**config.mk**
```make
export PLATFORM = sky130hd
export DESIGN_NAME = video_rgb565_packer
export DESIGN_NICKNAME = d
export VERILOG_FILES = /design/src/rtl/video_pkg.sv /design/src/rtl/pack_out_reg.sv /design/src/rtl/video_rgb565_packer.sv
export SDC_FILE = /design/constraint.sdc
export NUM_CORES = 1
export LEC_CHECK = 0
export ABC_AREA = 1
export CORE_UTILIZATION = 23
export DETAILED_ROUTE_END_ITERATION = 6
export GPL_TIMING_DRIVEN = 0
export MAX_ROUTING_LAYER = met4
export SLEW_MARGIN = 15
export SYNTH_ARGS = -nofsm -noshare
export SYNTH_HDL_FRONTEND = slang
export SYNTH_HIERARCHICAL = 1
export SYNTH_SLANG_ARGS = --single-unit
```
**constraint.sdc**
```tcl
create_clock -name clk -period 1.4 [get_ports clk]
set_input_delay 0.14 -clock clk [delete_from_list [all_inputs] [get_ports clk]]
set_output_delay 0.14 -clock clk [all_outputs]
set_load 0.005 [all_outputs]
```
**src/rtl/video_pkg.sv**
```systemverilog
// Shared definitions for the RGB565 packer: pixel field positions, tkeep
// constants, packer state type and the 30-bit to RGB565 reduction.
package video_pkg;

    localparam int R_MSB = 29;
    localparam int R_LSB = 20;
    localparam int B_MSB = 19;
    localparam int B_LSB = 10;
    localparam int G_MSB = 9;
    localparam int G_LSB = 0;

    localparam logic [3:0] KEEP_FULL = 4'hF;
    localparam logic [3:0] KEEP_HALF = 4'h3;

    typedef enum logic {
        EVEN = 1'b0,
        ODD  = 1'b1
    } pack_state_t;

    // Plain truncation of each 10-bit component; no rounding.
    function automatic logic [15:0] rgb30_to_565(input logic [29:0] pix);
        logic [9:0] r;
        logic [9:0] g;
        logic [9:0] b;
        r = pix[R_MSB:R_LSB];
        b = pix[B_MSB:B_LSB];
        g = pix[G_MSB:G_LSB];
        return {r[9:5], g[9:4], b[9:5]};
    endfunction

endpackage

```
**src/rtl/pack_out_reg.sv**
```systemverilog
// Output beat holding register for the RGB565 packer. Holds data stable
// while stalled and may reload in the same cycle it is drained.
module pack_out_reg
    import video_pkg::*;
(
    input  logic        clk,
    input  logic        rst,
    input  logic        load,
    input  logic [31:0] load_data,
    input  logic [3:0]  load_keep,
    input  logic        load_last,
    input  logic        load_user,
    output logic        load_ready,
    output logic [31:0] m_tdata,
    output logic [3:0]  m_tkeep,
    output logic        m_tvalid,
    output logic        m_tlast,
    output logic        m_tuser,
    input  logic        m_tready
);

    assign load_ready = !m_tvalid || m_tready;

    always_ff @(posedge clk or posedge rst) begin
        if (rst) begin
            m_tdata  <= '0;
            m_tkeep  <= '0;
            m_tvalid <= 1'b0;
            m_tlast  <= 1'b0;
            m_tuser  <= 1'b0;
        end else if (load) begin
            m_tdata  <= load_data;
            m_tkeep  <= load_keep;
            m_tvalid <= 1'b1;
            m_tlast  <= load_last;
            m_tuser  <= load_user;
        end else if (m_tready) begin
            m_tvalid <= 1'b0;
        end
    end

endmodule

```
**src/rtl/video_rgb565_packer.sv**
```systemverilog
// Packs two RGB565 pixels per 32-bit AXI4-Stream beat, carrying SOF/EOL.
// Optional statistics (frames, lines, sync errors) built with PACK_STATS_EN.
//   state | meaning
//   EVEN  | no pixel held
//   ODD   | pix0 and its tuser held, waiting for pix1
module video_rgb565_packer
    import video_pkg::*;
(
    input  logic        clk,
    input  logic        rst,
    input  logic [31:0] s_axis_video_tdata,
    input  logic        s_axis_video_tvalid,
    output logic        s_axis_video_tready,
    input  logic        s_axis_video_tlast,
    input  logic        s_axis_video_tuser,
    output logic [31:0] m_axis_video_tdata,
    output logic [3:0]  m_axis_video_tkeep,
    output logic        m_axis_video_tvalid,
    input  logic        m_axis_video_tready,
    output logic        m_axis_video_tlast,
    output logic        m_axis_video_tuser,
    output logic [15:0] frame_cnt,
    output logic [11:0] last_line_cnt,
    output logic        sync_err
);

    pack_state_t state, state_nxt;
    logic        s_accept;
    logic [15:0] pix565;
    logic [15:0] hold_pix;
    logic        hold_user;
    logic        hold_we;
    logic        drop_held;
    logic        ld;
    logic [31:0] ld_data;
    logic [3:0]  ld_keep;
    logic        ld_last;
    logic        ld_user;
    logic [1:0]  tdata_pad;

    assign tdata_pad = s_axis_video_tdata[31:30];
    assign pix565    = rgb30_to_565(s_axis_video_tdata[29:0]);
    assign s_accept  = s_axis_video_tvalid && s_axis_video_tready;

    always_ff @(posedge clk or posedge rst) begin
        if (rst) state <= EVEN;
        else     state <= state_nxt;
    end

    always_comb begin
        state_nxt = state;
        if (s_accept) begin
            if (s_axis_video_tlast || (state == ODD && !s_axis_video_tuser))
                state_nxt = EVEN;
            else
                state_nxt = ODD;
        end
    end

    // A tuser arriving in ODD restarts pairing: held pixel is discarded.
    always_comb begin
        ld        = 1'b0;
        ld_data   = '0;
        ld_keep   = '0;
        ld_last   = 1'b0;
        ld_user   = 1'b0;
        hold_we   = 1'b0;
        drop_held = 1'b0;
        if (s_accept) begin
            if (state == ODD && !s_axis_video_tuser) begin
                ld      = 1'b1;
                ld_data = {pix565, hold_pix};
                ld_keep = KEEP_FULL;
                ld_last = s_axis_video_tlast;
                ld_user = hold_user | s_axis_video_tuser;
            end else begin
                drop_held = (state == ODD);
                if (s_axis_video_tlast) begin
                    ld      = 1'b1;
                    ld_data = {16'h0000, pix565};
                    ld_keep = KEEP_HALF;
                    ld_last = 1'b1;
                    ld_user = s_axis_video_tuser;
                end else begin
                    hold_we = 1'b1;
                end
            end
        end
    end

    always_ff @(posedge clk or posedge rst) begin
        if (rst) begin
            hold_pix  <= '0;
            hold_user <= 1'b0;
        end else if (hold_we) begin
            hold_pix  <= pix565;
            hold_user <= s_axis_video_tuser;
        end
    end

    pack_out_reg u_out (
        .clk        (clk),
        .rst        (rst),
        .load       (ld),
        .load_data  (ld_data),
        .load_keep  (ld_keep),
        .load_last  (ld_last),
        .load_user  (ld_user),
        .load_ready (s_axis_video_tready),
        .m_tdata    (m_axis_video_tdata),
        .m_tkeep    (m_axis_video_tkeep),
        .m_tvalid   (m_axis_video_tvalid),
        .m_tlast    (m_axis_video_tlast),
        .m_tuser    (m_axis_video_tuser),
        .m_tready   (m_axis_video_tready)
    );

`ifdef PACK_STATS_EN
    logic [11:0] line_cnt;

    always_ff @(posedge clk or posedge rst) begin
        if (rst) begin
            frame_cnt     <= '0;
            line_cnt      <= '0;
            last_line_cnt <= '0;
            sync_err      <= 1'b0;
        end else begin
            if (drop_held) sync_err <= 1'b1;
            if (s_accept && s_axis_video_tuser) begin
                frame_cnt     <= frame_cnt + 16'd1;
                last_line_cnt <= line_cnt;
                line_cnt      <= s_axis_video_tlast ? 12'd1 : 12'd0;
            end else if (s_accept && s_axis_video_tlast) begin
                line_cnt <= line_cnt + 12'd1;
            end
        end
    end
`else
    logic unused_stats;
    assign unused_stats  = drop_held ^ ^tdata_pad;
    assign frame_cnt     = '0;
    assign last_line_cnt = '0;
    assign sync_err      = 1'b0;
`endif

endmodule

```
Word level (Yosys, flattened, before mapping)
Index checks and enable logic that the tools add are counted.
- word-level logic and storage cells: 36
- flip-flop bits (word level): 57
- input port bits: 38
- output and inout port bits: 69
- reductions and logical operators: 7
- bitwise operators: 1
- multiplexer cells: 20
- operators by type and width (operator ; count):
    32-bit 2-to-1 mux ; 2
    16-bit 2-to-1 mux ; 1
    1-bit 2-to-1 mux ; 14
    4-bit 2-to-1 mux ; 2
    1-bit logical AND ; 2
    1-bit logical NOT ; 2
    1-bit logical OR ; 2
    2-bit 2-to-1 mux ; 1
    2-bit nonzero test ; 1
    1-bit OR ; 1

Depth between registers and ports, before layout
Gate-level depths: netlist of the first run.
- depth in word-level cells: 5
- mapped depth: 9
- gate-level depth less buffers: 8

By module
The synthesis of the first run kept the hierarchy.
- modules (own cells, without submodules) (module ; sequential area each (um^2) ; cells an instance ; area an instance (um^2) ; times used):
    video_rgb565_packer ; 450.4 ; 203 ; 1486.4 ; 1
    pack_out_reg ; 975.9 ; 166 ; 1478.9 ; 1

Worst setup path before layout of the first run
Ideal clock, no wire load.
- kind: register to register
- from: reg u_out.m_tvalid
- to: reg u_out.m_tdata[17]
- required time: 1.284 ns
- setup slack: -0.115 ns
- cell stages (with the launch flop): 9
- library setup time: 0.116 ns
- path buffers: 2
- arrival time: 1.398 ns
- period minus slack after synthesis: 1.515 ns
- cell sequence: dfrtp_1 -> nand2_1 -> nand2_4 -> a21oi_1 -> inv_2 -> buf_4 -> buf_6 -> nand2_1 -> nand2_1
- cells in the longest elaborated chain, start to end: 4
- elaborated cells on any way between the ends: 5
- classes of those cells: 2 x mux; 3 x reduce/logical
- ends and longest elaborated chain (element ; line ; text):
    start: declaration ; pack_out_reg.sv:16 ; output logic m_tvalid,
    start signal: assignment ; pack_out_reg.sv:28 ; m_tvalid <= 1'b0;
    start signal: assignment ; pack_out_reg.sv:34 ; m_tvalid <= 1'b1;
    start signal: assignment ; pack_out_reg.sv:38 ; m_tvalid <= 1'b0;
    1-bit logical NOT ; pack_out_reg.sv:22 ; assign load_ready = !m_tvalid || m_tready;
    1-bit logical OR ; pack_out_reg.sv:22 ;
    net s_axis_video_tready ; video_rgb565_packer.sv:13 ; output logic s_axis_video_tready,
    1-bit logical AND ; video_rgb565_packer.sv:43 ; assign s_accept = s_axis_video_tvalid && s_axis_video_tready;
    1-bit 2-to-1 mux ; video_rgb565_packer.sv:69 ; if (s_accept) begin
    net ld ; video_rgb565_packer.sv:34 ; logic ld;
    end signal: assignment ; pack_out_reg.sv:32 ; m_tdata <= load_data;
    end: declaration ; pack_out_reg.sv:14 ; output logic [31:0] m_tdata,
The timed path passes the listed nets, and every way through them passes these cells.
A chain may end at the register's enable or synchronous reset.

Worst setup path after layout of the first run
- from: reg u_out.m_tvalid
- to: reg u_out.m_tdata[22]
- cells in the longest elaborated chain, start to end: 4
- elaborated cells on any way between the ends: 5
- classes of those cells: 2 x mux; 3 x reduce/logical
- ends and longest elaborated chain (element ; line):
    1-bit logical NOT ; pack_out_reg.sv:22
    1-bit logical OR ; pack_out_reg.sv:22
    1-bit logical AND ; video_rgb565_packer.sv:43
    1-bit 2-to-1 mux ; video_rgb565_packer.sv:69
    net ld ; video_rgb565_packer.sv:34
The timed path passes the listed nets, and every way through them passes these cells.

==> results.md, run 1 <==
* Worst Max-Slew Pin Slew at 0.730 ns
* Clock network power share at 39.2%
* Drc violations at 0
* Hold Path Class: in -> async
* Starting Density at 23.5%
* Vias/cell at 3.83
* DP Cell Count at 631
* Clock Path Buffers at 2
* Total number of vias at 2513
* Syn. warnings at 6
* Crit-path max FO at 7
* GR Util All Layers at 12.8%
* RSZ-0062 raised after global routing: true
* Num CTS Buffers at 9
* Die Width at 116 µm
* Max Cap Violations at 0
* Syn Inst Count at 369
* Max-slew headroom at 51.3%
* Fin Setup TNS at -0.184 ns
* Crit share post-route at 102%
* Synth-to-layout area growth at 48.4%
* Starting DRT DRC Count at 136
* Largest net degree at the start of global routing at 34
* Pleak at 2.37 nW
* Setup violations, final at 10
* Slowest cell on the critical path: dfrtp_1
* Chip Height at 116 µm
* IO Port Bufs at 61
* Worst-path clk slew at 0.05 ns
* Post-synth top area share at 48.1%
* Layout cell share with drive strength beyond 1 at 21.7%
* Synthesis-stage register bit count at 57
* Drt total wl at 7.72 mm
* Worst Setup Start Kind: flip-flop
* Core area at 12600 µm²
* PD cells at 1130 nW/µm²
* Clock Skew at 0.00725 ns
* Min Hold Slack at 0.0985 ns
* Outcome: finished, violations left
* IO Pins at 107
* Sequential share of power at 40.0%
* CTS tree: built
* Routability congestion estimate at 0.773
* Setup slack, reg-to-reg at -0.02 ns
* WP depth at 8
* Mapped Area at 2970 µm²
* Post-synthesis cell type count at 16
* Switching Power at 0.00131 W
* Int Pwr at 0.00366 W
* CP peak stage delay at 0.39 ns
* Type of destination of the critical path: flip-flop
* Post-synth top cells: nand2_1 (187), dfrtp_1 (57), buf_4 (35)
* Max Clock Freq at 702 MHz
* Worst R2R End: u_out/m_tdata[22]$_DFFE_PP0P_
* Final Hold Fails at 0
* Filler cells at 1368
* Num rows at 41
* Antenna cells at 0
* Synth top area cells: dfrtp_1 (48%), nand2_1 (24%), buf_4 (8.9%)
* Share of total power in combinational logic at 20.8%
* Worst r2r path cells at 8
* CP Class: reg -> reg
* Clk Latency, worst-skew pair at 0.33 ns
* Clk sink count at 57
* Vias in the first global route at 2641
* Top-count cell post-synth: nand2_1
* Crit path DAT at 1.64 ns
* Post-DP HPWL at 5.82 mm
* Antenna Nets Post-Route at 0
* Hold_buf cts at 0
* Clock root buffer: clkbuf_16
* Maximum VDD drop at 632 µV
* GR Overflow Total at 0
* Top delay family on crit path: flip-flops
* Multi-input logic area at 1280 µm²
* Violated checks: negative setup slack
* Fin crit period at 1.42 ns
* FF+latch area at 1430 µm²
* End of the critical path: u_out/m_tdata[22]$_DFFE_PP0P_
* Wire length per cell at 11.8 µm
* Dominant cell type by area after synthesis: dfrtp_1
* Nets at 519
* First-pass GRT wire length at 12.5 mm
* Post-synthesis sequential area ratio at 48.1%
* CP most frequent cell: nand2_1
* Cell Count, Final, Fillers Out at 656
* Mapped Avg Cell Area at 8.04 µm²
* Worst path cell trace: nand2_2 > nand2_8 > a21oi_4 > inv_2 > buf_8 > clkbuf_16 > nand2_1 > nand2_1
* Die Area at 13400 µm²
* First-pass DRT Iterations at 4
* FF-to-FF Start: u_out/m_tvalid$_DFFE_PP0P_
* Top FF cell, synth: dfrtp_1
* Final Max Slew Viols at 0
* Final Worst Setup Slack at -0.0248 ns
* Number of synthesized flops with an enable pin at 0
* CP Buf/Inv Count at 3
* Sw Ratio at 26.4%
* Asr flop ratio synth at 100%
* CP Launch Point: u_out/m_tvalid$_DFFE_PP0P_
* Worst path required time at 1.61 ns
* Initial antenna violation count at 0
* H-tree depth at 3
-- worst min-delay path by stage --
| stage | start | to | slack, ns | depth (start not counted) |
|---|---|---|---|---|
| 6_report | rst | u_out/m_tdata[16]$_DFFE_PP0P_ | 0.1 | 2 |
| 5_1_grt | rst | u_out/m_tdata[16]$_DFFE_PP0P_ | 0.12 | 2 |
| 4_1_cts | rst | u_out/m_tdata[14]$_DFFE_PP0P_ | 0.10 | 2 |
| 3_5_place_dp | rst | u_out/m_tdata[14]$_DFFE_PP0P_ | 0.45 | 2 |
| 3_3_place_gp | hold_pix[0]$_DFFE_PP0P_ | hold_pix[0]$_DFFE_PP0P_ | 0.45 | 2 |
| 2_1_floorplan | rst | hold_pix[0]$_DFFE_PP0P_ | 0.08 | 1 |
-- state kept, by name (all words and copies together), names as in the netlist --
signal and count:
u_out/m_tuser 1, u_out/m_tdata 32, hold_pix 16, u_out/m_tkeep 4, u_out/m_tlast 1, hold_user 1, state 1, u_out/m_tvalid 1
-- worst reg2reg max path, cell delays in order (launching register included) --
cell	delay [ns]
dfrtp_1	0.39
nand2_2	0.14
nand2_8	0.11
a21oi_4	0.20
inv_2	0.08
buf_8	0.15
clkbuf_16	0.15
nand2_1	0.05
nand2_1	0.04
-- layer usage --
metal / vias up / share of wire, % / global-route usage, %
li1: 1276 / - / -
met1: 1176 / 41 / 13.5
met2: 51 / 52 / 22.1
met3: 10 / 5.4 / 3.24
met4: 0 / 1.6 / 6.41
met5: - / 0 / -
-- area by class of cell --
| type | instances | area share, % |
|---|---|---|
| buffer | 45 | 8.65 |
| clock buffer | 14 | 6.00 |
| inverter | 23 | 2.02 |
| multi-input combinational | 272 | 29.0 |
| sequential | 57 | 32.4 |
| tap | 172 | 4.89 |
| timing repair buffer | 73 | 17.0 |
-- cells in the final DEF, fill, tap and decap left out --
| cell type | Yosys | layout |
|---|---|---|
| buf_12 | 0 | 2 |
| clkbuf_1 | 0 | 3 |
| dlygate4sd2_1 | 0 | 1 |
| clkbuf_8 | 0 | 2 |
| dlymetal6s2s_1 | 0 | 1 |
| conb_1 | 1 | 29 |
| nand2_4 | 3 | 1 |
| inv_1 | 19 | 18 |
| nand2_1 | 187 | 172 |
| nor2_4 | 10 | 10 |
| buf_8 | 2 | 5 |
| nand2_8 | 0 | 2 |
| dfrtp_1 | 57 | 57 |
| buf_2 | 6 | 4 |
| nor2_1 | 6 | 6 |
| inv_4 | 1 | 1 |
| inv_2 | 3 | 4 |
| nor2_8 | 3 | 3 |
| clkdlybuf4s50_1 | 0 | 59 |
| nand2_2 | 0 | 15 |
| nand3_1 | 33 | 33 |
| buf_4 | 35 | 40 |
| a21oi_4 | 0 | 1 |
| clkbuf_16 | 0 | 10 |
| buf_6 | 2 | 5 |
-- per-stage QoR --
stage,total power (W),area [µm²],setup WS (ns),utilization [%]
floorplan,0.00251,3080,0.0141,-
global placement,0.00291,3910,-0.564,31.0
detailed placement,0.00295,3930,-0.503,31.1
CTS,0.00497,4270,-0.0106,33.8
global route,0.00523,4400,-0.0791,34.9
finish,0.00498,4400,-0.0248,34.9
-- power groups by stage --
stage               combinational, W  clock (W)  sequential [W]
floorplan                   0.000511          0         0.00200
global placement            0.000905          0         0.00200
detailed placement          0.000942          0         0.00201
CTS                         0.000981    0.00200         0.00199
global route                 0.00115    0.00207         0.00201
finish                       0.00103    0.00195         0.00199
-- logic make-up (layout without fill, tap and decap cells) --
logic type	Yosys count	in the layout	synth area share (%)
other cells	1	29	0.126
compound gates	1	1	0.169
simple gates	242	242	37.0
flops	57	57	48.1
buf+inv	68	155	14.6
-- repair_timing --
action | CTS | global route
buffers inserted | 7 | 3
endpoints found under the setup margin | 43 | 32
resized for setup | 8 | 23
pin swaps | 3 | 5
hold endpoints to repair | 0 | 0
cloned | 0 | 1
(Power assumes the default switching activity.)
==> run 2, diff against run 1 <==
CORE_MARGIN = 5   (was default)
SETUP_SLACK_MARGIN = 0.3   (was default)
==> results.md, run 2 (same netlist as run 1, synthesis figures left out) <==
* Type of destination of the critical path: flip-flop
* Worst-path clk slew at 0.05 ns
* PD cells at 1040 nW/µm²
* Clock Skew at 0.00617 ns
* Worst path required time at 1.66 ns
* Drt total wl at 8.76 mm
* Routability congestion estimate at 0.761
* Crit-path max FO at 10
* CP peak stage delay at 0.39 ns
* CTS tree: built
* First-pass DRT Iterations at 4
* Cell Count, Final, Fillers Out at 687
* H-tree depth at 3
* Final cell area excluding filler cells at 5000 µm²
* Starting Density at 23.5%
* Max Cap Violations at 0
* Nets at 550
* Final Power at 0.00522 W
* Clock Path Buffers at 2
* Crit share post-route at 99.8%
* Largest net degree at the start of global routing at 38
* Commonest non-fill, non-tap cells in the layout: nand2_1 (112), nand2_2 (62), dfrtp_1 (57)
* Final Max Slew Viols at 0
* Clk sink count at 57
* Wire length per cell at 12.7 µm
* First-pass GRT wire length at 13.6 mm
* Initial antenna violation count at 1
* Clock root buffer: clkbuf_16
* CP Class: reg -> reg
* Max Clock Freq at 716 MHz
* Vias/cell at 3.91
* Die Width at 124 µm
* Total number of vias at 2689
* GR Util All Layers at 12.0%
* Drc violations at 0
* Post-DP HPWL at 5.97 mm
* Setup WS pre-CTS at -0.434 ns
* Starting DRT DRC Count at 123
* Crit path DAT at 1.66 ns
* Hold_buf cts at 0
* Maximum VDD drop at 733 µV
* Outcome: completed
* Layout cell share with drive strength beyond 1 at 39.7%
* Setup slack, reg-to-reg at 0.002 ns
* RSZ-0062 raised after global routing: true
* Final Hold Fails at 0
* Worst path cell trace: nand2_2 > nand2_8 > buf_12 > nor2_8 > buf_8 > nand3_1 > nand2_1 > nand2_2 > nand2_2
* Final Worst Setup Slack at 0.00246 ns
* Synth-to-layout area growth at 68.7%
* FF-to-FF Start: u_out/m_tvalid$_DFFE_PP0P_
* Num rows at 41
* Vias in the first global route at 2751
* Core area at 12600 µm²
* Slowest cell on the critical path: dfrtp_1
* DP Cell Count at 631
* Finished Core Util at 39.6%
* Die Area at 15300 µm²
* Max reg flops at 32
* Chip Height at 124 µm
* Worst R2R End: u_out/m_tdata[13]$_DFFE_PP0P_
* Max-slew headroom at 50.8%
* Clk Latency, worst-skew pair at 0.33 ns
* Worst Setup Start Kind: flip-flop
* Hold Path Class: in -> async
* DP Area at 3960 µm²
* IO Port Bufs at 61
* Biggest register: u_out/m_tdata
* Worst Max-Slew Pin Slew at 0.737 ns
* GR Overflow Total at 0
* Pleak at 2.71 nW
* Setup violations, final at 0
* Worst r2r path cells at 9
* Fin crit period at 1.40 ns
* IO Pins at 107
* Biggest regs: u_out/m_tdata x32, hold_pix x16, u_out/m_tkeep x4
* CP most frequent cell: nand2_2
* Most common cell after layout, fill and taps aside: nand2_1
* Antenna Nets Post-Route at 0
* Num CTS Buffers at 9
## run 2: power breakdown
| group | leakage, nW | switching, W | total, W | internal (W) |
|---|---|---|---|---|
| logic | 1.83 | 0.000623 | 0.00131 | 0.000688 |
| clock network | 0.124 | 0.000681 | 0.00189 | 0.00121 |
| registers | 0.755 | 0.000154 | 0.00202 | 0.00187 |
## run 2: worst max-delay path by stage
stage | slack [ns] | to | start
CTS | 0.05 | u_out/m_tdata[2]$_DFFE_PP0P_ | u_out/m_tvalid$_DFFE_PP0P_
finish | 0.002 | u_out/m_tdata[13]$_DFFE_PP0P_ | u_out/m_tvalid$_DFFE_PP0P_
global route | -0.03 | u_out/m_tdata[19]$_DFFE_PP0P_ | u_out/m_tvalid$_DFFE_PP0P_
detailed placement | -0.43 | u_out/m_tdata[18]$_DFFE_PP0P_ | s_axis_video_tuser
floorplan | 0.09 | u_out/m_tdata[17]$_DFFE_PP0P_ | state$_DFFE_PP0P_
global placement | -0.48 | u_out/m_tdata[14]$_DFFE_PP0P_ | rst
## run 2: per-stage QoR
step / TNS [ns] / hold WS (ns)
floorplan: 0 / 0.0786
global placement: -32.67 / 0.453
detailed placement: -15.86 / 0.361
CTS: 0 / 0.0107
global route: -0.583 / 0.0508
finish: 0 / 0.0189
## run 2: routing by layer
layer  vias to the layer above  wire (µm)  global-route usage (%)
met1                      1259       3530                    13.8
met3                        12        538                    2.97
met5                         -          0                       -
met4                         0        195                    6.09
li1                       1341          -                       -
met2                        77       4490                    19.4
## run 2: layout make-up
class / count / area [µm²]
fill: 1238 / 7620
multi-input combinational: 272 / 1500
sequential: 57 / 1430
timing repair buffer: 104 / 1100
buffer: 45 / 410
clock buffer: 12 / 246
tap: 172 / 215
inverter: 23 / 91.3
clock inverter: 1 / 5.00
antenna: 1 / 2.50
## run 2: critical path: cells and delay by family, from the launching register on
family                 cells  cell delay (ns)
and+or+nand+nor            7             0.65
DFF                        1             0.39
buffers and inverters      2             0.29
## run 2: repair_timing
item / 4_1_cts / 5_1_grt
pin swaps: 9 / 32
setup buffers: 35 / 2
setup endpoints to repair: 97 / 61
gates cloned: 4 / 1
gates resized for setup: 119 / 90
